==> src/rtl/pipe_pkg.sv <==
// pipe_pkg: shared types and constants for the pipe_stage_reg block.
//   pipe_state_t   occupancy state of a stage register (EMPTY/FULL/SKID)
//   PIPE_CTRL_NOP  all-zero control field carried by flushed/reset entries
//   DEF_*          default widths used as parameter defaults
package pipe_pkg;

  localparam int DEF_DATA_W = 128;
  localparam int DEF_CTRL_W = 9;
  localparam int DEF_CNT_W  = 16;

  localparam logic [DEF_CTRL_W-1:0] PIPE_CTRL_NOP = '0;

  typedef enum logic [1:0] {
    EMPTY = 2'd0,
    FULL  = 2'd1,
    SKID  = 2'd2
  } pipe_state_t;

endpackage

==> src/rtl/pipe_sat_counter.sv <==
// pipe_sat_counter: W-bit up counter that sticks at all-ones.
//   i_clk   rising-edge clock
//   i_rst   asynchronous active-high reset (clears count)
//   i_en    count enable
//   o_count current count
module pipe_sat_counter #(
  parameter int W = 16
) (
  input  logic         i_clk,
  input  logic         i_rst,
  input  logic         i_en,
  output logic [W-1:0] o_count
);

  logic [W-1:0] r_cnt;
  logic         w_sat;

  assign w_sat   = &r_cnt;
  assign o_count = r_cnt;

  always_ff @(posedge i_clk or posedge i_rst) begin
    if (i_rst)              r_cnt <= '0;
    else if (i_en && !w_sat) r_cnt <= r_cnt + W'(1);
  end

endmodule

==> src/rtl/pipe_stage_reg.sv <==
// pipe_stage_reg: generic valid/ready pipeline stage register carrying an
// opaque control field and a data payload between datapath stages.
//
// Build option: define PIPE_SKID_EN to add a skid entry so inReady depends
// only on a flop (and hit); without it inReady passes outReady through.
//
// Ports:
//   Clk, Rst            clock, asynchronous active-high reset
//   hit                 global run enable (0 freezes everything but stallCount)
//   flush               synchronous kill of all held entries (beats everything)
//   inValid/inReady     upstream handshake, inCtrl/inData upstream entry
//   outValid/outReady   downstream handshake, outCtrl/outData registered entry
//   stallCount          saturating count of cycles with a stalled output
module pipe_stage_reg import pipe_pkg::*; #(
  parameter int DATA_W = DEF_DATA_W,
  parameter int CTRL_W = DEF_CTRL_W,
  parameter int CNT_W  = DEF_CNT_W
) (
  input  logic              Clk,
  input  logic              Rst,
  input  logic              hit,
  input  logic              flush,
  input  logic              inValid,
  output logic              inReady,
  input  logic [CTRL_W-1:0] inCtrl,
  input  logic [DATA_W-1:0] inData,
  output logic              outValid,
  input  logic              outReady,
  output logic [CTRL_W-1:0] outCtrl,
  output logic [DATA_W-1:0] outData,
  output logic [CNT_W-1:0]  stallCount
);

  localparam logic [CTRL_W-1:0] NOP = CTRL_W'(PIPE_CTRL_NOP);

  pipe_state_t r_state, w_state_nxt;

  // Valid bits are kept as their own flops (not decoded from r_state) so
  // outValid is a pure register output.
  logic              r_main_vld;
  logic [CTRL_W-1:0] r_main_ctrl;
  logic [DATA_W-1:0] r_main_data;

  logic w_acc, w_rel;
  logic w_ld_main_in, w_ld_main_skid, w_ld_skid;

`ifdef PIPE_SKID_EN
  logic              r_skid_vld;
  logic [CTRL_W-1:0] r_skid_ctrl;
  logic [DATA_W-1:0] r_skid_data;

  // Ready is a flop plus hit only; !Rst keeps it low during reset.
  assign inReady = !r_skid_vld & hit & !Rst;
`else
  // Combinational pass-through: room exists if empty or the held entry
  // leaves this cycle.
  assign inReady = hit & (!r_main_vld | outReady) & !Rst;
`endif

  assign w_acc = inValid & inReady & hit;
  assign w_rel = r_main_vld & outReady & hit;

  // Next-state / load selection. With hit=0 neither acc nor rel can fire,
  // so the stage naturally holds.
  always_comb begin
    w_state_nxt    = r_state;
    w_ld_main_in   = 1'b0;
    w_ld_main_skid = 1'b0;
    w_ld_skid      = 1'b0;
    if (flush) begin
      w_state_nxt = EMPTY;
    end else begin
      case (r_state)
        EMPTY: if (w_acc) begin
          w_state_nxt  = FULL;
          w_ld_main_in = 1'b1;
        end
        FULL: begin
          if (w_acc && w_rel) begin
            w_ld_main_in = 1'b1;
          end else if (w_rel) begin
            w_state_nxt = EMPTY;
          end else if (w_acc) begin
            // Only reachable with a skid entry; otherwise inReady is 0 here.
            w_state_nxt = SKID;
            w_ld_skid   = 1'b1;
          end
        end
`ifdef PIPE_SKID_EN
        SKID: if (w_rel) begin
          // Older skid entry drains into main before anything newer.
          w_state_nxt    = FULL;
          w_ld_main_skid = 1'b1;
        end
`endif
        default: w_state_nxt = EMPTY;
      endcase
    end
  end

  always_ff @(posedge Clk or posedge Rst) begin
    if (Rst) begin
      r_state    <= EMPTY;
      r_main_vld <= 1'b0;
    end else begin
      r_state    <= w_state_nxt;
      r_main_vld <= (w_state_nxt != EMPTY);
    end
  end

  // Flush zeroes control only; data is left as-is since a NOP control
  // already makes the payload meaningless downstream.
  always_ff @(posedge Clk or posedge Rst) begin
    if (Rst) begin
      r_main_ctrl <= NOP;
      r_main_data <= '0;
    end else if (flush) begin
      r_main_ctrl <= NOP;
    end else if (w_ld_main_in) begin
      r_main_ctrl <= inCtrl;
      r_main_data <= inData;
`ifdef PIPE_SKID_EN
    end else if (w_ld_main_skid) begin
      r_main_ctrl <= r_skid_ctrl;
      r_main_data <= r_skid_data;
`endif
    end
  end

`ifdef PIPE_SKID_EN
  always_ff @(posedge Clk or posedge Rst) begin
    if (Rst) begin
      r_skid_vld  <= 1'b0;
      r_skid_ctrl <= NOP;
      r_skid_data <= '0;
    end else begin
      r_skid_vld <= (w_state_nxt == SKID);
      if (flush) begin
        r_skid_ctrl <= NOP;
      end else if (w_ld_skid) begin
        r_skid_ctrl <= inCtrl;
        r_skid_data <= inData;
      end
    end
  end
`else
  logic w_unused;
  assign w_unused = w_ld_main_skid | w_ld_skid;
`endif

  assign outValid = r_main_vld;
  assign outCtrl  = r_main_ctrl;
  assign outData  = r_main_data;

  // Stalled output: an entry is present but cannot leave this cycle.
  logic w_stall;
  assign w_stall = r_main_vld & (!outReady | !hit);

  pipe_sat_counter #(.W(CNT_W)) u_stall_cnt (
    .i_clk   (Clk),
    .i_rst   (Rst),
    .i_en    (w_stall),
    .o_count (stallCount)
  );

endmodule
==> config.mk <==
export PLATFORM = sky130hd
export DESIGN_NAME = pipe_stage_reg
export DESIGN_NICKNAME = d
export VERILOG_FILES = /design/src/rtl/pipe_pkg.sv /design/src/rtl/pipe_sat_counter.sv /design/src/rtl/pipe_stage_reg.sv
export SDC_FILE = /design/constraint.sdc
export NUM_CORES = 1
export LEC_CHECK = 0
export CORE_AREA = 2 2 117 119
export CTS_BUF_LIST = sky130_fd_sc_hd__clkbuf_8
export DETAILED_ROUTE_END_ITERATION = 12
export DIE_AREA = 0 0 119 121
export DONT_BUFFER_PORTS = 1
export GPL_TIMING_DRIVEN = 0
export HOLD_SLACK_MARGIN = 0.02
export MAX_ROUTING_LAYER = met4
export PLACE_DENSITY = 0.61
export SLEW_MARGIN = 25
export SYNTH_ARGS = -nofsm -noshare
export SYNTH_HDL_FRONTEND = slang
export SYNTH_SLANG_ARGS = --single-unit
==> constraint.sdc <==
create_clock -name Clk -period 5.2 [get_ports Clk]
set_input_delay 1.04 -clock Clk [delete_from_list [all_inputs] [get_ports Clk]]
set_output_delay 1.04 -clock Clk [all_outputs]
set_load 0.01 [all_outputs]
==> flow_summary.ini <==
[detailed_routing]
drt_iter0_markers = 129
postRouteWirelength_um = 12800
vias_per_cell = 5.42
wl_per_cell_um = 21.5
final_antenna_net_count = 0
drc = 0
first_pass_iters = 4
via_count = 3211

[grt]
grt_pass1_vias = 3382
antenna_found_initial = 2
grt-ovfl-total = 0
grt_use_total_pct = 18.2
grt_max_degree = 32
grt_pass1_wl_um = 19000

[setup_path]
crit_arrival_ps = 1410
crit_type = register to output pin
end_kind = output pin
cp-start-kind = register
critical_path_required_ps = 4160
cp_max_fo = 6

[layout]
layoutNonFillerInstCount = 592
nets = 547
areaGrowthSynthToFinish_pct = 11.8
finalCoreUtilization_pct = 51.5
drive_gt1_share_pct = 19.6

[timing]
fin_skew_ps = 10.2
hold_ws_ps = 506
layout_worst_path_cycle_share_pct = 47.1
rsz0062_at_grt = no
tns_ps = 0
hold_viol = 0
relSlewSlack_pct = 57.0
tightest_slew_ps = 640
drv_slew = 0
fmax_mhz = 408
period_needed_ps = 2450
setup_viol = 0

[yosys]
async_reset_ff_share_pct = 100
postSynthCellCount = 379
synth_area_mm2 = 0.00603
synth_edf_count = 0
synthTopCellsByArea = dfrtp_1 65%, mux2_1 18%, mux2_2 5.6%
seq_area_frac_synth_pct = 64.8
synth_ff_type = dfrtp_1
synth-seq-cells = 156
netlist_top_cells_count = 156 x dfrtp_1, 99 x mux2_1, 30 x mux2_2, 13 x xor2_1, 12 x buf_4
synth.avg_cell_area_um2 = 15.9
yosysMostFrequentCell = dfrtp_1
yosysTopAreaCell = dfrtp_1
syn_nets = 523
yosys_warnings = 0
synth_top_area_share_pct = 64.8
ys_types = 31

[place]
portBuffers = 0
dpl.cell_count = 560
place_congestion = 0.756
dp_hpwl_um = 10200

[floorplanning]
num_io_pins = 298
core_mm2 = 0.0131
initial_core_util_pct = 46.1
dieArea_mm2 = 0.0144
die_h_um = 121
fp.dieW_um = 119
rows = 42

[clocking]
clock-sinks = 156
cts_setup_buffers = 0
ctsHtreeMaxLevel = 4
cts_root_buf = clkbuf_8
ctsResizeCount = 0
cts_tree = built
cts_inserted_buffers = 17
ctsHoldBuffers = 0
cts.path.max_buffers = 2
clk_pin_slew_worst_paths_ps = 70
clk_latency_ps = 430

[outcome]
status = finished clean

[power_and_ir_drop]
pwr_density_cell_mw_per_mm2 = 441
peakVddDrop_uv = 173
leakagePower_nw = 3.05

[min_path]
hold_class = input port to async pin

[flow_run]
max_cap_violations = 0
final timing paths:
check / start / endpoint / slack, ps / cells after the start
hold reg to reg: r_state[0]$_DFF_PP0_ / r_state[0]$_DFF_PP0_ / 550 / 1
hold / removal: Rst / outCtrl[1]$_DFFE_PP0P_ / 510 / 1
setup / recovery: outValid$_DFF_PP0_ / inReady / 2750 / 2
max in group asynchronous: Rst / outData[76]$_DFFE_PP0P_ / 3760 / 4
setup reg to reg: outValid$_DFF_PP0_ / outData[117]$_DFFE_PP0P_ / 3030 / 6
min in group Clk: r_state[0]$_DFF_PP0_ / r_state[0]$_DFF_PP0_ / 550 / 1
layer usage:
layer | wire (um) | vias to the layer above | share of wire, % | global-route usage (%)
li1 | - | 1396 | - | -
met1 | 4520 | 1622 | 35 | 18.9
met2 | 6750 | 176 | 53 | 30.4
met3 | 1280 | 17 | 10 | 8.22
met4 | 216 | 0 | 1.7 | 7.29
met5 | 0 | - | 0 | -
cell families after synthesis:
logic type,after synthesis,share of synthesized area (%)
adder cells (fa/ha/maj),1,0.208
multiplexers,129,24.1
buffers and inverters,19,1.99
XOR/XNOR,14,2.03
AND/OR/NAND/NOR,45,4.52
flip-flops,156,64.8
AO/OA/AOI/OAI,15,2.39
sequential cells by signal, summed over array words and instances, names as in the netlist:
name	count
outValid	1
u_stall_cnt.o_count	16
outCtrl	9
r_state	2
outData	128
where the power goes:
part | switching [W] | leakage [nW] | internal [W]
Combinational | 0.000113 | 0.922 | 0.000174
Clock | 0.000404 | 0.206 | 0.000453
Sequential | 0.000344 | 1.92 | 0.00148
layout by cell type, fill, tap and decap left out, types with 3 or more instances in the layout:
cell type  synthesis  routed
inv_1              3       6
dfrtp_1          156     156
nand4_1            7       7
nor3_1             6       6
mux2_2            30      30
clkbuf_8           0      20
buf_2              3       3
xor2_1            13      13
a22o_1             9       9
buf_12             0       4
nand2_1            6       6
nor2_1             9       9
nand3_1            5       5
mux2_1            99      99
buf_4             12      12
worst max-delay path: stages (launching register included):
cell,delay [ps]
dfrtp_1,470
nor2b_1,180
nor3b_1,330
layout make-up:
| type | count | area (um^2) |
|---|---|---|
| diodes | 2 | 5.00 |
| plain buffers | 16 | 109 |
| clock buffers | 20 | 275 |
| clock inverters | 10 | 101 |
| fillers | 1085 | 6340 |
| inverters | 3 | 15.0 |
| multi-input cells | 204 | 2000 |
| flip-flops and latches | 156 | 3900 |
| well taps | 176 | 220 |
| repair buffers | 5 | 108 |
per-stage QoR:
| stage | power, W | setup slack [ps] | cell area [um^2] |
|---|---|---|---|
| 6_report | 0.00297 | 2750 | 6740 |
| 5_1_grt | 0.00313 | 2670 | 6740 |
| 4_1_cts | 0.00302 | 2700 | 6740 |
| 3_5_place_dp | 0.00216 | 2520 | 6360 |
| 3_3_place_gp | 0.00212 | 1520 | 6250 |
| 2_1_floorplan | 0.00201 | 2190 | 6030 |
Note: power is estimated with default switching activity, not from simulation.
